## config.mk

```make
export PLATFORM = sky130hd
export DESIGN_NAME = intersection_scheduler
export DESIGN_NICKNAME = d
export VERILOG_FILES = /design/src/rtl/intersection_scheduler.sv
export SDC_FILE = /design/constraint.sdc
export NUM_CORES = 1
export LEC_CHECK = 0
export CORE_MARGIN = 8
export CORE_UTILIZATION = 52
export CTS_BUF_LIST = sky130_fd_sc_hd__clkbuf_16
export CTS_CLUSTER_SIZE = 30
export DETAILED_ROUTE_END_ITERATION = 10
export PLACE_DENSITY = 0.86
export SLEW_MARGIN = 30
export SYNTH_ARGS = -nofsm -noshare
export SYNTH_HDL_FRONTEND = slang
export SYNTH_SLANG_ARGS = --single-unit
export TNS_END_PERCENT = 1
```

## constraint.sdc

```tcl
create_clock -name clk -period 2.4 [get_ports clk]
set_input_delay 0.24 -clock clk [delete_from_list [all_inputs] [get_ports clk]]
set_output_delay 0.24 -clock clk [all_outputs]
set_load 0.01 [all_outputs]
```

## src/rtl/intersection_scheduler.sv

```systemverilog
// Four-approach traffic-light sequencer: round-robin green grants with
// min/max green timing, yellow and all-red clearance, emergency preemption.
//
// state  | meaning
// IDLE   | no demand, all approaches red
// GREEN  | approach cur has right of way, timer counts green cycles
// YELLOW | approach cur clearing, lasts YELLOW_T cycles
// ALLRED | intersection clearance, lasts ALLRED_T cycles
module intersection_scheduler #(
  parameter int unsigned MIN_GREEN = 4,
  parameter int unsigned MAX_GREEN = 12,
  parameter int unsigned YELLOW_T  = 2,
  parameter int unsigned ALLRED_T  = 1
) (
  input  logic       clk,
  input  logic       rst,
  input  logic [3:0] req,
  input  logic       emerg,
  input  logic [1:0] emerg_id,
  output logic [3:0] green,
  output logic [3:0] yellow,
  output logic [3:0] red,
  output logic [1:0] phase,
  output logic [1:0] cur
);

  typedef enum logic [1:0] {
    S_IDLE   = 2'd0,
    S_GREEN  = 2'd1,
    S_YELLOW = 2'd2,
    S_ALLRED = 2'd3
  } state_e;

  localparam logic [3:0] MIN_G = 4'(MIN_GREEN);
  localparam logic [3:0] MAX_G = 4'(MAX_GREEN);
  localparam logic [3:0] YEL_T = 4'(YELLOW_T);
  localparam logic [3:0] ARD_T = 4'(ALLRED_T);

  state_e     phase_q, phase_d;
  logic [1:0] cur_q, cur_d;
  logic [3:0] timer_q, timer_d;
  logic [3:0] green_q, yellow_q, red_q;

  logic [1:0] rr_win;
  logic       rr_any;
  logic       grant_any;
  logic [1:0] grant_id;
  logic [3:0] cur_onehot;
  logic       other_req;
  logic       handover;
  logic       preempt;

  // Scan from cur+4 down to cur+1 so the earliest position in round-robin
  // order is the last one assigned and therefore wins.
  always_comb begin
    rr_win = cur_q;
    rr_any = 1'b0;
    for (int k = 4; k >= 1; k--) begin
      if (req[cur_q + 2'(k)]) begin
        rr_win = cur_q + 2'(k);
        rr_any = 1'b1;
      end
    end
  end

  assign grant_any  = emerg | rr_any;
  assign grant_id   = emerg ? emerg_id : rr_win;
  assign cur_onehot = 4'b0001 << cur_q;
  assign other_req  = |(req & ~cur_onehot);
  assign handover   = (timer_q >= MIN_G) && other_req &&
                      (!req[cur_q] || (timer_q == MAX_G));
  assign preempt    = emerg && (emerg_id != cur_q);

  always_comb begin
    phase_d = phase_q;
    cur_d   = cur_q;
    timer_d = timer_q;
    case (phase_q)
      S_IDLE: begin
        timer_d = '0;
        if (grant_any) begin
          phase_d = S_GREEN;
          cur_d   = grant_id;
          timer_d = 4'd1;
        end
      end
      S_GREEN: begin
        // A matching emergency pins the green; the timer still advances.
        if (preempt || (!emerg && handover)) begin
          phase_d = S_YELLOW;
          timer_d = 4'd1;
        end else if (timer_q < MAX_G) begin
          timer_d = timer_q + 4'd1;
        end
      end
      S_YELLOW: begin
        if (timer_q >= YEL_T) begin
          phase_d = S_ALLRED;
          timer_d = 4'd1;
        end else begin
          timer_d = timer_q + 4'd1;
        end
      end
      S_ALLRED: begin
        if (timer_q >= ARD_T) begin
          if (grant_any) begin
            phase_d = S_GREEN;
            cur_d   = grant_id;
            timer_d = 4'd1;
          end else begin
            phase_d = S_IDLE;
            timer_d = '0;
          end
        end else begin
          timer_d = timer_q + 4'd1;
        end
      end
      default: begin
        phase_d = S_IDLE;
        timer_d = '0;
      end
    endcase
  end

  // Lamps decode the state held during the cycle, so they trail phase by one.
  always_ff @(posedge clk or posedge rst) begin
    if (rst) begin
      phase_q  <= S_IDLE;
      cur_q    <= 2'd0;
      timer_q  <= 4'd0;
      green_q  <= 4'b0000;
      yellow_q <= 4'b0000;
      red_q    <= 4'b1111;
    end else begin
      phase_q  <= phase_d;
      cur_q    <= cur_d;
      timer_q  <= timer_d;
      green_q  <= 4'b0000;
      yellow_q <= 4'b0000;
      red_q    <= 4'b1111;
      if (phase_q == S_GREEN) begin
        green_q <= cur_onehot;
        red_q   <= ~cur_onehot;
      end else if (phase_q == S_YELLOW) begin
        yellow_q <= cur_onehot;
        red_q    <= ~cur_onehot;
      end
    end
  end

  assign green  = green_q;
  assign yellow = yellow_q;
  assign red    = red_q;
  assign phase  = phase_q;
  assign cur    = cur_q;

endmodule
```

==> summary.md, run 1 <==
| Metric | Value |
|---|---|
| Die H | `67.0 µm` |
| Core box area | `between 2000 and 2500 µm²` |
| Via count | `1108` |
| Post-DP HPWL | `roughly 2200 µm` |
| Area leader, netlist | `dfrtp_1` |
| Clock Skews | `3.20 ps` |
| RSZ-0062 raised after global routing | `false` |
| Area delta synth->final | `27.1%` |
| Final Cell Area | `1720 µm²` |
| CTS tree | `built` |
| Tot GR Track Use | `around 14%` |
| CP Class | `reg2reg` |
| Tightest Pin Transition | `732 ps` |
| Antenna-violating nets left | `0` |
| Layout cells sized above 1 | `12.7%` |
| Final Slew Violations | `0` |
| CP Capture Type | `register` |
| DRT iter0 DRCs | `102` |
| Setup Viol. Count Final | `0` |
| Hold crit path type | `in2async` |
| Initial core utilization | `54.6%` |
| Mapped Nets | `~160` |
| Final hold vios | `0` |
| Max-Cap Viols | `0` |
| Rows | `18` |
| Pwr Density | `1300 nW/µm²` |
| Synth Area per Inst | `between 10 and 15 µm²` |
| Max frequency | `roughly 490 MHz` |
| Worst setup SP type | `register` |
| Reg-to-reg endpoint | `phase[0]` |
| Post-DP Area | `1620 µm²` |
| Clock transition at path regs | `60 ps` |
| Top cells by area, synth | `dfrtp_1, ha_1, dfstp_2` |
| Reg2Reg Setup Slack | `370 ps` |
| LEAKAGE | `roughly 0.75 nW` |
| CTS H-tree depth | `1` |
| Synth cell types | `38` |
| First-pass GRT wire length | `between 5000 and 6000 µm` |
| Slowest cell on the critical path | `dfrtp_1` |
| Critical path's top delay family | `compound AO/OA/AOI/OAI gates` |
| Worst endpoint required time | `2520 ps` |
| DRC | `0` |
| Worst EP arrival | `2150 ps` |
| Ant. Diodes | `0` |
| Reg2reg path depth | `7` |
| Root Buffer | `clkbuf_16` |
| PostCTS Resize Cnt | `0` |
| Post-Synthesis Cells | `133` |
| WL final | `2970 µm` |
| Largest net degree at the start of global routing | `21` |
| Hold_buf cts | `0` |
| Share of the synthesized area in the top cell type | `29.6%` |
| Flops & latches, synth | `20` |
| Fin crit share | `84.8%` |
| Sequential area share after synthesis | `37.3%` |
| Peak VDD IR | `between 0.8 and 0.9 mV` |
| Antenna violations before repair | `0` |
| Most common cell after layout, fill and taps aside | `clkdlybuf4s50_1` |
| Grt ovf | `0` |
| R2R Path Start | `cur[1]` |
| Die area | `about 4500 µm²` |
| Final #Nets | `between 150 and 200` |
| Crit-path cells | `inv_1, ha_1, nand2b_1, a41o_1, o211ai_4, and2_4, a41oi_2` |
| Die X | `around 67 µm` |
| Largest stage delay, worst path | `520 ps` |
| Synthesized area | `1350 µm²` |
| Port Buffers | `24` |
| Num CTS Buffers | `3` |
| Pre-antenna DRT Iters | `4` |
| YS warnings | `0` |
| Max Root-Sink Buffers | `2` |
| Routability cong. | `approximately 0.9` |
| Clk sink count | `20` |
| Final setup TNS | `0 ps` |
| Power, Total | `2.24 mW` |
| Vias per cell | `5.89` |
| Critical Path Fanout Max | `8` |
| Final min period | `2030 ps` |
| Status | `completed` |
| WL/cell | `roughly 16 µm` |
| Worst path buffer plus inverter count | `1` |
| Ports | `25` |
| Setup Buffers After CTS | `0` |
| Vias in the first global route | `approximately 1100` |
| Clk_lat worst skew | `roughly 250 ps` |
| Most frequent cells in the layout | `clkdlybuf4s50_1, dfrtp_1, ha_1` |
| Worst slew margin | `between 50% and 60%` |
## layer usage
layer	vias to the layer above	GRT usage [%]	share of wire [%]
met5	-	0	0
met3	9	2.18	7.4
met1	524	16.3	40
met2	50	23.8	50
li1	525	-	-
met4	0	7.83	2.5
## cell usage after synthesis
cell type,number
a32o_1,1
nand2b_1,5
nand2_1,6
a211oi_1,3
a41o_1,1
o21ai_0,12
o22ai_1,1
nor3_1,3
a221oi_2,1
or3b_2,1
mux4_2,2
mux2i_1,5
o31ai_1,2
nor4b_4,1
buf_4,3
xnor2_1,1
nand3_1,3
dfstp_2,4
nor2_1,7
and2_1,8
or4_1,1
nor2b_1,2
o21bai_1,1
or3_1,1
and2_4,2
a22o_1,2
mux2_2,1
o211ai_4,1
buf_2,1
ha_1,13
clkbuf_1,1
inv_1,9
xor2_1,2
dfrtp_1,16
o221ai_1,1
a31oi_1,1
a41oi_2,1
a21oi_1,7
## area by class of cell
cell class | instances | area [µm²]
Multi-Input combinational cell | 99 | 783
Tap cell | 30 | 37.5
Sequential cell | 20 | 505
Inverter | 9 | 33.8
Fill cell | 185 | 757
Timing Repair Buffer | 26 | 255
Clock buffer | 3 | 75.1
Clock inverter | 1 | 30.0
## per-stage QoR
stage	utilization, %	hold WS [ps]	std cells	setup slack (ps)
5_1_grt	69.4	504	188	274
2_1_floorplan	-	201	133	417
3_3_place_gp	65.2	581	184	327
6_report	69.4	418	188	366
4_1_cts	69.4	445	188	373
3_5_place_dp	65.2	598	184	287
## flip-flops by register name, summed over array words and instances, names as in the netlist
name     cells
yellow       4
red          4
green        4
phase        2
timer_q      4
cur          2
## worst max-delay path by stage
stage	slack (ps)	depth (start not counted)	startpoint	endpoint
after detailed placement	290	6	req[1]	phase[0]
after global routing	270	7	cur[1]	phase[0]
after CTS	370	7	cur[1]	phase[0]
after floorplan	420	8	cur[0]	phase[0]
after global placement	330	6	req[3]	phase[0]
final	370	7	cur[1]	phase[0]
## power breakdown
group,leakage (nW),switching (mW),internal [mW]
combinational,0.450,0.632,0.587
clock,0.0511,0.118,0.330
sequential,0.252,0.104,0.464
## kinds of logic (layout without fill, tap and decap cells)
logic type,count (synthesis),after routing,share of synthesized area [%]
muxes,8,8,7.86
DFF,20,20,37.3
xor gates and xnor gates,3,3,1.94
and+or+nand+nor,40,40,17.5
buffers and inverters,14,39,4.80
AOI/OAI and AO/OA,35,35,18.6
adders and majority gates,13,13,12.0
Note: power is estimated with default switching activity, not from simulation.
==> run 2: changes to the inputs <==
- CORE_UTILIZATION: 52 -> 47
- PLACE_DENSITY: 0.86 -> 0.83
- clock period: 2.4 -> 1.8 ns (I/O delays scaled with it)
==> run 2 against run 1 <==
Against the previous run:
- fmax increased by 8.2%
- the run now ends with negative setup slack left
- sequential share of layout area decreased by 4.2 points
- largest power group unchanged
- register-to-register slack got worse by 450 ps
- critical endpoint is now cur[0]
- flip-flop and latch count unchanged
==> summary.md, run 2 (same netlist as run 1, synthesis figures left out) <==
| Metric | Value |
|---|---|
| Antenna-violating nets left | `0 (unchanged)` |
| Die X | `69.7 µm (was 67.0 µm)` |
| Final min period | `1880 ps (was 2030 ps)` |
| Layout cells sized above 1 | `34.9% (was 12.7%)` |
| Tightest Pin Transition | `400 ps (was 732 ps)` |
| Max frequency | `532 MHz (was 492 MHz)` |
| Critical Path Fanout Max | `6 (was 8)` |
| DRC | `0 (unchanged)` |
| Wl on met1 | `1590 µm (was 1200 µm)` |
| Pre-antenna DRT Iters | `4 (unchanged)` |
| Routability cong. | `0.845 (was 0.879)` |
| Final worst slack | `-79.9 ps (was 366 ps)` |
| Ports | `25 (unchanged)` |
| Final #Nets | `209 (was 181)` |
| LEAKAGE | `0.894 nW (was 0.753 nW)` |
| First-pass GRT wire length | `5620 µm (was 5020 µm)` |
| Met2 wire len | `2060 µm (was 1480 µm)` |
| Ant. Diodes | `0 (unchanged)` |
| Grt ovf | `0 (unchanged)` |
| Failing checks | `negative setup slack` |
| Clk sink count | `20 (unchanged)` |
| Largest net degree at the start of global routing | `21 (unchanged)` |
| CP Class | `reg2reg (unchanged)` |
| Rows | `19 (was 18)` |
| Worst hold slack | `261 ps (was 418 ps)` |
| Post-DP HPWL | `2500 µm (was 2210 µm)` |
| Pwr Density | `1790 nW/µm² (was 1300 nW/µm²)` |
| Most frequent cells in the layout | `buf_4, clkdlybuf4s50_1, dfrtp_1 (was clkdlybuf4s50_1, dfrtp_1, ha_1)` |
| FILL cells | `173 (was 185)` |
| Core box area | `2760 µm² (was 2480 µm²)` |
| Clock Skews | `3.69 ps (was 3.20 ps)` |
| Num CTS Buffers | `3 (unchanged)` |
| Max-Cap Viols | `0 (unchanged)` |
| WL final | `4020 µm (was 2970 µm)` |
| Final hold vios | `0 (unchanged)` |
| Final Slew Violations | `0 (unchanged)` |
| Hold crit path type | `in2async (unchanged)` |
| Worst slew margin | `73.2% (was 51.2%)` |
| Hold_buf cts | `0 (unchanged)` |
| Setup Viol. Count Final | `2 (was 0)` |
| Most common cell after layout, fill and taps aside | `buf_4 (was clkdlybuf4s50_1)` |
| Vias in the first global route | `1222 (was 1098)` |
| Reg2Reg Setup Slack | `-80 ps (was 370 ps)` |
| Max Root-Sink Buffers | `2 (unchanged)` |
| CTS tree | `built (unchanged)` |
| Initial core utilization | `49.1% (was 54.6%)` |
| Worst setup SP type | `register (unchanged)` |
| Via count | `1264 (was 1108)` |
| Tot GR Track Use | `13.9% (was 14.0%)` |
| Antenna violations before repair | `0 (unchanged)` |
| CTS H-tree depth | `1 (unchanged)` |
| Fin crit share | `104% (was 84.8%)` |
| Fin util | `73.2% (was 69.4%)` |
| Die area | `4850 µm² (was 4490 µm²)` |
| Status | `finished, violations left (was completed)` |
| RSZ-0062 raised after global routing | `true (was false)` |
| DRT iter0 DRCs | `35 (was 102)` |
| Peak VDD IR | `1.53 mV (was 0.810 mV)` |
| Clock transition at path regs | `60 ps (about the same)` |
| CP Capture Type | `register (unchanged)` |
| Worst EP arrival | `2020 ps (was 2150 ps)` |
| Die H | `69.7 µm (was 67.0 µm)` |
| Vias per cell | `5.82 (was 5.89)` |
| Worst endpoint required time | `1940 ps (was 2520 ps)` |
| Area delta synth->final | `49.2% (was 27.1%)` |
| WL/cell | `18.5 µm (was 15.8 µm)` |
| Clk_lat worst skew | `250 ps (about the same)` |
| Power, Total | `3.62 mW (was 2.24 mW)` |
| Root Buffer | `clkbuf_16 (unchanged)` |
| Met3 wire length | `209 µm (was 220 µm)` |
| Port Buffers | `24 (unchanged)` |
| Top sig layer | `met4 (unchanged)` |
-- run 2: cell count changes in the layout (fill, tap and decap cells not counted), moves of 3 or more --
cell     before  now
ha_2          0    3
inv_1         9    6
dfrtp_1      16   13
dfrtp_2       0    3
ha_1         13    8
o21ai_1       0    5
buf_4         2   28
o21ai_0      12    7
-- run 2: power breakdown --
group	internal [mW]	total, mW	switching, mW
Clock	0.441	0.617	0.176
Sequential	0.626	0.790	0.164
Combinational	1.14	2.21	1.07
Total	2.21	3.62	1.41
-- run 2: worst paths after layout --
check                          from  endpoint  cells after the start
hold / removal                  rst  green[0]                      3
setup reg to reg             cur[0]    cur[0]                      6
min in group clk           phase[0]  phase[0]                      1
setup / recovery             cur[0]    cur[0]                      6
max in group asynchronous       rst    red[3]                      3
hold reg to reg            phase[0]  phase[0]                      1
-- run 2: routing by layer --
| metal | track usage (%) | vias up |
|---|---|---|
| met1 | 14.8 | 620 |
| met4 | 9.82 | 0 |
| met5 | 0 | - |
| li1 | - | 580 |
| met3 | 3.15 | 15 |
| met2 | 23.8 | 49 |
-- run 2: final cells by class --
cell class,instances,area [µm²],area share (%)
Multi-Input combinational cell,99,855,42.3
Sequential cell,20,509,25.2
Timing Repair Buffer,54,473,23.4
Clock buffer,3,75.1,3.72
Inverter,9,38.8,1.92
Tap cell,31,38.8,1.92
Clock inverter,1,30.0,1.49
-- run 2: through the flow --
stage                     std cells  worst slack, ps  cell area [µm²]  TNS (ps)
after floorplan                 133             9.53             1380         0
after global placement          205            -83.8             1790      -298
after detailed placement        205             -128             1790      -580
after CTS                       212            0.253             1910         0
after global routing            217            -96.0             2020      -250
final                           217            -79.9             2020     -86.7
-- run 2: what timing repair did --
action                     4_1_cts  5_1_grt
setup endpoints to repair        2        7
resized for setup                0       23
setup buffers                    3        5
pin swaps                        0        6
hold endpoints to repair         0        0
-- run 2: worst max-delay path, stage by stage, from the launching register on --
cell and delay, ps:
dfrtp_2 480, buf_4 170, or3b_2 180, a21oi_1 100, a211oi_1 400, o31ai_1 170
a22o_1 270
